### src/rtl/spi_ram_pkg.sv
// Shared definitions for the SPI SRAM arbiter: opcodes, frame layout, FSM states, port IDs.
// Pure declarations; no latency or backpressure of its own.
package spi_ram_pkg;

    localparam logic [7:0] SPI_CMD_READ  = 8'h03;
    localparam logic [7:0] SPI_CMD_WRITE = 8'h02;
    localparam int         SPI_ADDR_W    = 16;
    localparam int         SPI_WORD_W    = 16;
    localparam int         FRAME_W       = 8 + SPI_ADDR_W + SPI_WORD_W;

    typedef enum logic [2:0] {
        IDLE,
        CMD,
        ADDR,
        DATA,
        GAP
    } state_e;

    localparam logic PORT_IF = 1'b0;
    localparam logic PORT_D  = 1'b1;

    // Read frames carry zeros in the data slot so mosi idles low while miso is shifted in.
    function automatic logic [FRAME_W-1:0] build_frame(
        input logic                  we,
        input logic [SPI_ADDR_W-1:0] addr,
        input logic [SPI_WORD_W-1:0] wdata
    );
        return {(we ? SPI_CMD_WRITE : SPI_CMD_READ), addr, (we ? wdata : {SPI_WORD_W{1'b0}})};
    endfunction

endpackage

### src/rtl/spi_word_shifter.sv
// Serialises one 40-bit SPI mode-0 frame at clk/2 and shifts in the trailing 16 miso bits.
// Latency: 80 clk from start_i to done_o; start_i is only honoured by the owner when idle.
module spi_word_shifter
    import spi_ram_pkg::*;
(
    input  logic               clk,
    input  logic               rst,
    input  logic               start_i,
    input  logic [FRAME_W-1:0] frame_i,
    input  logic               spi_miso_i,
    output logic               done_o,
    output logic               bit_end_o,
    output logic [5:0]         bit_cnt_o,
    output logic [15:0]        rx_o,
    output logic               spi_sck_o,
    output logic               spi_mosi_o
);

    logic               active_q;
    logic               sck_q;
    logic               mosi_q;
    logic [5:0]         cnt_q;
    logic [FRAME_W-2:0] tx_q;
    logic [14:0]        rx_q;

    always_ff @(posedge clk) begin
        if (rst) begin
            active_q <= 1'b0;
            sck_q    <= 1'b0;
            mosi_q   <= 1'b0;
            cnt_q    <= '0;
            tx_q     <= '0;
            rx_q     <= '0;
        end else if (start_i) begin
            active_q <= 1'b1;
            sck_q    <= 1'b0;
            mosi_q   <= frame_i[FRAME_W-1];
            tx_q     <= frame_i[FRAME_W-2:0];
            cnt_q    <= '0;
        end else if (active_q) begin
            if (!sck_q) begin
                sck_q <= 1'b1;
            end else begin
                // Falling sck edge: miso is sampled here and the next bit is presented.
                sck_q <= 1'b0;
                rx_q  <= {rx_q[13:0], spi_miso_i};
                if (cnt_q == 6'(FRAME_W - 1)) begin
                    active_q <= 1'b0;
                    mosi_q   <= 1'b0;
                end else begin
                    cnt_q  <= cnt_q + 6'd1;
                    mosi_q <= tx_q[FRAME_W-2];
                    tx_q   <= {tx_q[FRAME_W-3:0], 1'b0};
                end
            end
        end
    end

    assign bit_end_o  = active_q && sck_q;
    assign done_o     = bit_end_o && (cnt_q == 6'(FRAME_W - 1));
    assign bit_cnt_o  = cnt_q;
    assign rx_o       = {rx_q, spi_miso_i};
    assign spi_sck_o  = sck_q;
    assign spi_mosi_o = mosi_q;

endmodule

### src/rtl/spi_ram_arbiter.sv
// Shares one SPI SRAM between a read-only fetch port and a load/store data port, alternating on contention.
// Latency: valid pulses 80 clk after the grant edge; requesters wait (req held) while another access runs.
module spi_ram_arbiter
    import spi_ram_pkg::*;
#(
    parameter int ADDR_W = 10,
    parameter int DATA_W = 16,
    parameter int CS_GAP = 2
) (
    input  logic              clk,
    input  logic              rst,
    input  logic              if_req,
    input  logic [ADDR_W-1:0] if_addr,
    output logic [DATA_W-1:0] if_data,
    output logic              if_valid,
    input  logic              d_req,
    input  logic              d_we,
    input  logic [ADDR_W-1:0] d_addr,
    input  logic [DATA_W-1:0] d_wdata,
    output logic [DATA_W-1:0] d_rdata,
    output logic              d_valid,
    output logic              busy,
    output logic              spi_cs,
    output logic              spi_sck,
    output logic              spi_mosi,
    input  logic              spi_miso
);

    localparam int GAP_W = (CS_GAP > 1) ? $clog2(CS_GAP) : 1;

    state_e             state_q;
    logic               port_q;
    logic               we_q;
    logic               last_grant_q;
    logic [GAP_W-1:0]   gap_q;
    logic               cs_q;
    logic               busy_q;
    logic               if_valid_q;
    logic               d_valid_q;
    logic [DATA_W-1:0]  if_data_q;
    logic [DATA_W-1:0]  d_rdata_q;

    logic               grant_vld;
    logic               grant_port;
    logic               grant_we;
    logic [ADDR_W-1:0]  grant_addr;
    logic [FRAME_W-1:0] grant_frame;

    logic               sh_done;
    logic               sh_bit_end;
    logic [5:0]         sh_bit_cnt;
    logic [15:0]        sh_rx;

    // Contention goes to whichever port did not win last time.
    always_comb begin
        grant_vld  = 1'b0;
        grant_port = PORT_IF;
        if (state_q == IDLE) begin
            if (if_req && d_req) begin
                grant_vld  = 1'b1;
                grant_port = (last_grant_q == PORT_IF) ? PORT_D : PORT_IF;
            end else if (d_req) begin
                grant_vld  = 1'b1;
                grant_port = PORT_D;
            end else if (if_req) begin
                grant_vld  = 1'b1;
                grant_port = PORT_IF;
            end
        end
    end

    assign grant_we    = (grant_port == PORT_D) && d_we;
    assign grant_addr  = (grant_port == PORT_D) ? d_addr : if_addr;
    assign grant_frame = build_frame(grant_we, SPI_ADDR_W'(grant_addr), d_wdata);

    spi_word_shifter u_shifter (
        .clk        (clk),
        .rst        (rst),
        .start_i    (grant_vld),
        .frame_i    (grant_frame),
        .spi_miso_i (spi_miso),
        .done_o     (sh_done),
        .bit_end_o  (sh_bit_end),
        .bit_cnt_o  (sh_bit_cnt),
        .rx_o       (sh_rx),
        .spi_sck_o  (spi_sck),
        .spi_mosi_o (spi_mosi)
    );

    always_ff @(posedge clk) begin
        if (rst) begin
            state_q      <= IDLE;
            port_q       <= PORT_IF;
            we_q         <= 1'b0;
            last_grant_q <= PORT_IF;
            gap_q        <= '0;
            cs_q         <= 1'b1;
            busy_q       <= 1'b0;
            if_valid_q   <= 1'b0;
            d_valid_q    <= 1'b0;
            if_data_q    <= '0;
            d_rdata_q    <= '0;
        end else begin
            if_valid_q <= 1'b0;
            d_valid_q  <= 1'b0;
            case (state_q)
                IDLE: begin
                    if (grant_vld) begin
                        port_q       <= grant_port;
                        we_q         <= grant_we;
                        last_grant_q <= grant_port;
                        cs_q         <= 1'b0;
                        busy_q       <= 1'b1;
                        state_q      <= CMD;
                    end
                end
                CMD: begin
                    if (sh_bit_end && sh_bit_cnt == 6'd7) begin
                        state_q <= ADDR;
                    end
                end
                ADDR: begin
                    if (sh_bit_end && sh_bit_cnt == 6'd23) begin
                        state_q <= DATA;
                    end
                end
                DATA: begin
                    if (sh_done) begin
                        cs_q    <= 1'b1;
                        busy_q  <= 1'b0;
                        gap_q   <= '0;
                        state_q <= GAP;
                        if (port_q == PORT_D) begin
                            d_valid_q <= 1'b1;
                            if (!we_q) begin
                                d_rdata_q <= sh_rx;
                            end
                        end else begin
                            if_valid_q <= 1'b1;
                            if_data_q  <= sh_rx;
                        end
                    end
                end
                GAP: begin
                    if (gap_q == GAP_W'(CS_GAP - 1)) begin
                        gap_q   <= '0;
                        state_q <= IDLE;
                    end else begin
                        gap_q <= gap_q + GAP_W'(1);
                    end
                end
                default: state_q <= IDLE;
            endcase
        end
    end

    assign spi_cs   = cs_q;
    assign busy     = busy_q;
    assign if_valid = if_valid_q;
    assign d_valid  = d_valid_q;
    assign if_data  = if_data_q;
    assign d_rdata  = d_rdata_q;

endmodule

### config.mk
export PLATFORM = sky130hd
export DESIGN_NAME = spi_ram_arbiter
export DESIGN_NICKNAME = d
export VERILOG_FILES = /design/src/rtl/spi_ram_pkg.sv /design/src/rtl/spi_word_shifter.sv /design/src/rtl/spi_ram_arbiter.sv
export SDC_FILE = /design/constraint.sdc
export NUM_CORES = 1
export LEC_CHECK = 0
export CAP_MARGIN = 20
export CORE_MARGIN = 2
export CORE_UTILIZATION = 40
export DETAILED_ROUTE_END_ITERATION = 8
export PLACE_DENSITY_LB_ADDON = 0.12
export SYNTH_ARGS = -nofsm -noshare
export SYNTH_HDL_FRONTEND = slang
export SYNTH_SLANG_ARGS = --single-unit
### constraint.sdc
create_clock -name clk -period 2.6 [get_ports clk]
set_clock_uncertainty 0.2 [all_clocks]
set_input_delay 0.52 -clock clk [delete_from_list [all_inputs] [get_ports clk]]
set_output_delay 0.52 -clock clk [all_outputs]
set_load 0.1 [all_outputs]
==> run metrics, run 1 <==
Final Critical Period=2.28 ns; r2r setup slk=0.32 ns; via count=3,607; RePlAce Congestion=0.761; reg2reg end=u_shifter.tx_q[25]$_SDFFE_PP0P_; CTS resizes=0; GRT overflow=0; Post-synth EDFFs=0; combinational fraction of design power=27.5%; Adder-Cell Fraction of Synth Area=0.288%; Synth top area share=48.4%; die span in x=108 um; max frequency=439 MHz; maximum net fanout on the critical path=32; Hold WC Path Type=reg -> reg; CTS root buffer=clkbuf_8; power per cell area=771 mW/mm2; Cell Count, Final, Fillers Out=705; multiplexer area fraction after synthesis=9.69%; Slew HR=57.6%; TritonRoute pass-1 iters=4; DRT Wirelength=9.81 mm; largest family of logic cells by synthesized area=compound AO/OA/AOI/OAI gates; Hold Fails Final Rpt=0; CTS clock-pin slew for the worst setup and hold paths=0.10 ns; Iter 0 DRT Violations=120; Yosys top cell by area=dfxtp_1; Worst Hold Launch=u_shifter.tx_q[25]$_SDFFE_PP0P_; power share of the sequential group=47.1%; vias per cell=5.12; most frequent cells in the layout=104 x dfxtp_1, 79 x nand2_1, 56 x buf_4; Setup Fix Bufs, Post-CTS=0; setup_tns=0 ns; Synth Area in XOR/XNOR=1.41%; Initial Util=40.6%; worst vdd ir=0.371 mV; NetSw=1.44 mW; die height=108 um; ANT cells=0; slew at the pin closest to its max-slew limit=0.636 ns; period utilization=87.6%; Slew Limit Fails=0; Buffers on Ports=79; clock buffer depth=2; ys async rst share=0%; clock power share=25.3%; sequential-to-total area share from yosys stat=48.4%; Core Util, Final=50.6%; post-synthesis cell count=489; required time worst endpoint=2.68 ns; IO Pins=80; crit end category=flip-flop; placed insts=689; CTS Hold Buffers Added=0; Lkg Pwr=2.03 nW; die area=0.0117 mm2; Detail Route Antenna Nets=0; critical path type=reg -> reg; simple-gate area share of the yosys netlist=16.7%; first-pass GRT wire length=16.2 mm; initial antenna violation count=0; synth top area cells=dfxtp_1 48%, mux2i_1 9.7%, nand2_1 6.8%; row cnt=38; Setup Viol. Count Final=0; Final HPWL DP=6.75 mm; Hold Path End=u_shifter.tx_q[26]$_SDFFE_PP0P_; largest net degree at the start of global routing=48; P_int=2.73 mW; most common cell after layout, fill and taps aside=dfxtp_1; Worst Hold Depth=2; post-route DRC violation count=0; core outline area=0.0107 mm2; Ys Warns=0; unrepaired setup endpoints after global routing=no; Syn Nets=532; WP data arrival=2.36 ns; number of global-route vias before repair=3,478; most common flop cell mapped by yosys=dfxtp_1; layout net count=603; Tot GR Track Use=17.3%; status=complete, no violations; Max Cap Viol=0; Distinct cells, synth=41; Yosys reg bits=105; cell area after synthesis=0.00434 mm2; Compound-Gate Fraction of Synth Area=18.3%; post-synthesis average cell area=8.87 um2; TritonCTS buffer count=9; worst r2r src=u_shifter.bit_cnt_o[0]$_SDFFE_PP0P_; routed length per placed instance=13.9 um; layout cell share with drive strength beyond 1=15.4%; r2r worst-path depth=6; Sw Ratio=34.5%; Worst-Skew Late Latency=0.37 ns; CTS tree=built; htree depth=3; Clock Sink Count=105; Worst Setup Start Kind=flip-flop; Area Overhead vs Synth=24.8%
==> cell type report <==
cell class | count | area, um2
clock inverters | 7 | 82.6
flip-flops and latches | 105 | 2100
repair buffers | 99 | 866
clock buffers | 9 | 124
multi-input cells | 333 | 2020
well taps | 140 | 175
fillers | 1063 | 5280
inverters | 12 | 45.0
==> through the flow <==
step / total power, mW / hold WS, ns / setup WS [ns] / instance area (um2)
5_1_grt: 4.44 / 0.276 / 0.180 / 5420
4_1_cts: 4.21 / 0.261 / 0.307 / 5420
3_5_place_dp: 3.15 / 0.245 / 0.311 / 5210
2_1_floorplan: 2.81 / 0.232 / 0.351 / 4340
3_3_place_gp: 3.14 / 0.240 / 0.367 / 5210
6_report: 4.18 / 0.257 / 0.322 / 5420
==> state kept, by name, indices dropped and copies added (netlist names) <==
name / cells
u_shifter.tx_q: 39
d_rdata: 16
if_data: 16
u_shifter.rx_q: 15
u_shifter.bit_cnt_o: 6
state_q: 3
busy: 1
d_valid: 1
gap_q: 1
if_valid: 1
last_grant_q: 1
spi_cs: 1
u_shifter.active_q: 1
u_shifter.spi_mosi_o: 1
u_shifter.spi_sck_o: 1
we_q: 1
==> worst max-delay path: stages, from the launching register on <==
cell	delay [ns]
dfxtp_1	0.39
ha_1	0.26
and3b_1	0.39
a21o_1	0.40
buf_12	0.23
a211oi_1	0.09
a211oi_1	0.23
==> cell usage after synthesis (2+ instances only) <==
master / count
buf_2: 14
o31ai_1: 16
nand3b_4: 2
nand2_1: 79
nor4_4: 2
xnor2_1: 6
buf_6: 2
nand4_1: 3
nor2_1: 45
clkbuf_1: 22
or3_1: 3
a31oi_1: 2
o211ai_1: 2
nor3_1: 3
inv_1: 12
nor2b_1: 3
o21ai_0: 20
dfxtp_1: 105
a21oi_1: 51
a211oi_1: 31
nand3_1: 5
mux2i_1: 42
==> layer usage <==
metal,routed length [um],track usage (%),part of all wire [%]
met5,0,0,0
met4,176,6.32,1.8
met3,471,3.80,4.8
met2,4400,27.5,45
met1,4760,23.1,48
==> power groups by stage <==
stage          combinational (mW)  sequential, mW  clock, mW
3_3_place_gp                 1.14            2.00          0
2_1_floorplan               0.769            2.04          0
3_5_place_dp                 1.15            2.00          0
4_1_cts                      1.16            1.97       1.09
6_report                     1.15            1.97       1.06
5_1_grt                      1.29            2.00       1.15
==> worst max path at each step <==
stage | from | endpoint | slack, ns | cells after the start
global placement | if_req | u_shifter.rx_q[11]$_SDFFE_PP0P_ | 0.37 | 5
finish | u_shifter.bit_cnt_o[0]$_SDFFE_PP0P_ | u_shifter.tx_q[25]$_SDFFE_PP0P_ | 0.32 | 6
detailed placement | if_req | u_shifter.rx_q[14]$_SDFFE_PP0P_ | 0.31 | 5
global route | u_shifter.bit_cnt_o[0]$_SDFFE_PP0P_ | u_shifter.tx_q[17]$_SDFFE_PP0P_ | 0.18 | 6
floorplan | u_shifter.spi_sck_o$_SDFFE_PP0P_ | d_rdata[10]$_SDFFE_PP0P_ | 0.35 | 5
CTS | u_shifter.bit_cnt_o[0]$_SDFFE_PP0P_ | u_shifter.tx_q[25]$_SDFFE_PP0P_ | 0.31 | 6
==> cells by family after synthesis <==
| family | after synthesis |
|---|---|
| fa+ha+maj | 1 |
| xor+xnor | 7 |
| buf+inv | 51 |
| compound gates | 129 |
| mux | 42 |
| simple gates | 154 |
| flops | 105 |
Note: power is estimated with default switching activity, not from simulation.
==> inputs of run 2 (changes only) <==
--- a/config.mk
+++ b/config.mk
@@ -5,11 +5,12 @@
 export SDC_FILE = /design/constraint.sdc
 export NUM_CORES = 1
 export LEC_CHECK = 0
+export ABC_AREA = 1
 export CAP_MARGIN = 20
 export CORE_MARGIN = 2
 export CORE_UTILIZATION = 40
 export DETAILED_ROUTE_END_ITERATION = 8
-export PLACE_DENSITY_LB_ADDON = 0.12
+export PLACE_DENSITY = 0.64
 export SYNTH_ARGS = -nofsm -noshare
 export SYNTH_HDL_FRONTEND = slang
 export SYNTH_SLANG_ARGS = --single-unit
==> run metrics, run 2 <==
WP data arrival=2.23 ns; Cell Area, Placed=0.00507 mm2; Yosys top cell by area=dfxtp_1; Sw Ratio=36.4%; Setup Fix Bufs, Post-CTS=0; Cell Count, Final, Fillers Out=782; Worst Hold Launch=u_shifter.tx_q[35]$_SDFFE_PP0P_; ys async rst share=0%; Buffers on Ports=79; htree depth=3; unrepaired setup endpoints after global routing=no; row cnt=38; r2r worst-path depth=10; CTS root buffer=clkbuf_8; Filler cells=1,082; layout cell share with drive strength beyond 1=15.9%; most common flop cell mapped by yosys=dfxtp_1; synth top area cells=dfxtp_1 48%, nand2_1 12%, a21oi_1 6.3%; Initial Util=40.6%; slew at the pin closest to its max-slew limit=0.436 ns; TritonRoute pass-1 iters=7; die span in x=108 um; first-pass GRT wire length=16.7 mm; Worst-Skew Late Latency=0.37 ns; clock power share=25.1%; Place WS=0.249 ns; placed insts=766; sequential-to-total area share from yosys stat=48.2%; Final Critical Period=2.18 ns; die height=108 um; layout net count=680; die area=0.0118 mm2; number of global-route vias before repair=3,670; Hold WC Path Type=reg -> reg; largest net degree at the start of global routing=52; cell area after synthesis=0.00436 mm2; Max Cap Viol=0; routed length per placed instance=13.0 um; Area Overhead vs Synth=21.2%; Syn Nets=616; clock buffer depth=2; CTS tree=built; global-route track usage on met1=22.9%; core outline area=0.0107 mm2; required time worst endpoint=2.65 ns; RePlAce Congestion=0.793; CTS Hold Buffers Added=0; Setup Viol. Count Final=0; r2r setup slk=0.42 ns; post-route cell area=0.00529 mm2; power share of the sequential group=47.2%; IO Pins=80; most frequent cells in the layout=136 x nand2_1, 105 x dfxtp_1, 73 x nor2_1; met3 GRT Util=3.56%; Detail Route Antenna Nets=0; CTS clock-pin slew for the worst setup and hold paths=0.11 ns; Slew HR=70.9%; post-synthesis cell count=573; ANT cells=0; most common cell after layout, fill and taps aside=nand2_1; max frequency=459 MHz; post-synthesis average cell area=7.61 um2; Hold Path End=u_shifter.tx_q[36]$_SDFFE_PP0P_; Lkg Pwr=2.13 nW; Worst Hold Depth=2; CTS resizes=0; power per cell area=801 mW/mm2; Yosys reg bits=105; DRT Wirelength=10.2 mm; reg2reg end=u_shifter.tx_q[16]$_SDFFE_PP0P_; Distinct cells, synth=33; Clock Sink Count=105; Worst Setup Start Kind=flip-flop; NetSw=1.54 mW; worst r2r src=u_shifter.bit_cnt_o[0]$_SDFFE_PP0P_; Hold Fails Final Rpt=0; Synth top cells by count=136 x nand2_1, 105 x dfxtp_1, 73 x nor2_1; Iter 0 DRT Violations=144; combinational fraction of design power=27.7%; Synth top area share=48.2%; Slew Limit Fails=0; final worst setup slack=0.420 ns; post-route DRC violation count=0; vias per cell=4.92; maximum net fanout on the critical path=35; Core Util, Final=49.2%; largest reg by FF count=u_shifter.tx_q; period utilization=83.9%; status=complete, no violations; critical path type=reg -> reg; gr busiest metal=met2; most frequent cell after synthesis=nand2_1; met2 Track Usage GR=29.7%; setup_tns=0 ns; via count=3,844; P_int=2.69 mW; crit end category=flip-flop; Final HPWL DP=6.89 mm; Tot GR Track Use=17.5%; initial antenna violation count=0; worst vdd ir=0.429 mV; Post-synth EDFFs=0; max reg flops=39; TritonCTS buffer count=9; Ys Warns=0; GRT overflow=0
run 2: changes by cell type in the layout (fill, tap and decap cells not counted), moves of 9 or more:
cell | previous run | this run
nor2_1 | 44 | 73
nand3_1 | 5 | 32
a21oi_2 | 1 | 10
o21ai_0 | 20 | 49
mux2i_1 | 42 | 0
nand2_1 | 79 | 136
buf_4 | 56 | 43
a211oi_1 | 31 | 0
o21ai_1 | 0 | 20
o31ai_1 | 16 | 0
inv_2 | 0 | 11
run 2: per-stage QoR:
stage	hold slack, ns	power [mW]
2_1_floorplan	0.230	2.96
3_3_place_gp	0.239	3.18
3_5_place_dp	0.253	3.21
4_1_cts	0.267	4.27
5_1_grt	0.291	4.50
6_report	0.260	4.24
run 2: layout make-up:
class | count | area, um2 | share of cell area [%]
multi-input cells | 411 | 1960 | 37.1
flip-flops and latches | 105 | 2100 | 39.8
repair buffers | 84 | 733 | 13.9
inverters | 26 | 103 | 1.94
clock inverters | 7 | 90.1 | 1.70
well taps | 140 | 175 | 3.31
clock buffers | 9 | 124 | 2.34
run 2: how the worst max path moves through the flow:
stage / startpoint / endpoint / slack, ns
after floorplan: u_shifter.spi_sck_o$_SDFFE_PP0P_ / d_rdata[6]$_SDFFE_PP0P_ / 0.22
after global placement: d_req / u_shifter.rx_q[14]$_SDFFE_PP0P_ / 0.32
after detailed placement: d_req / u_shifter.rx_q[14]$_SDFFE_PP0P_ / 0.25
after CTS: u_shifter.bit_cnt_o[0]$_SDFFE_PP0P_ / u_shifter.tx_q[16]$_SDFFE_PP0P_ / 0.41
after global routing: u_shifter.bit_cnt_o[0]$_SDFFE_PP0P_ / u_shifter.tx_q[19]$_SDFFE_PP0P_ / 0.26
final: u_shifter.bit_cnt_o[0]$_SDFFE_PP0P_ / u_shifter.tx_q[16]$_SDFFE_PP0P_ / 0.42
run 2: worst max-delay path, cell delays in order (launching register included):
cell and delay, ns:
dfxtp_1 0.43, ha_1 0.23, nand2_2 0.09, nor2_4 0.11, nand2_2 0.09, nand2_4 0.30, inv_2 0.29, nand2_1 0.14
nand2_1 0.05, nand2_1 0.07, a21oi_1 0.06
run 2: power by group through the flow:
| stage | Combinational [mW] | Sequential [mW] | Clock [mW] |
|---|---|---|---|
| 6_report | 1.18 | 2.00 | 1.06 |
| 5_1_grt | 1.32 | 2.03 | 1.16 |
| 4_1_cts | 1.18 | 2.00 | 1.09 |
| 3_5_place_dp | 1.18 | 2.03 | 0 |
| 3_3_place_gp | 1.15 | 2.03 | 0 |
| 2_1_floorplan | 0.846 | 2.11 | 0 |
run 2: logic make-up after synthesis:
group / Yosys count / synth area share [%]
AO/OA/AOI/OAI: 139 / 17.4
adder cells (fa/ha/maj): 1 / 0.287
AND/OR/NAND/NOR: 270 / 27.0
buffers and inverters: 57 / 6.91
flip-flops: 105 / 48.2
XOR/XNOR: 1 / 0.201
run 2: per-layer routing:
layer	vias up	share of wire (%)
li1	1992	-
met1	1766	48
met2	78	47
met3	8	4.5
met4	0	0.62
met5	-	0
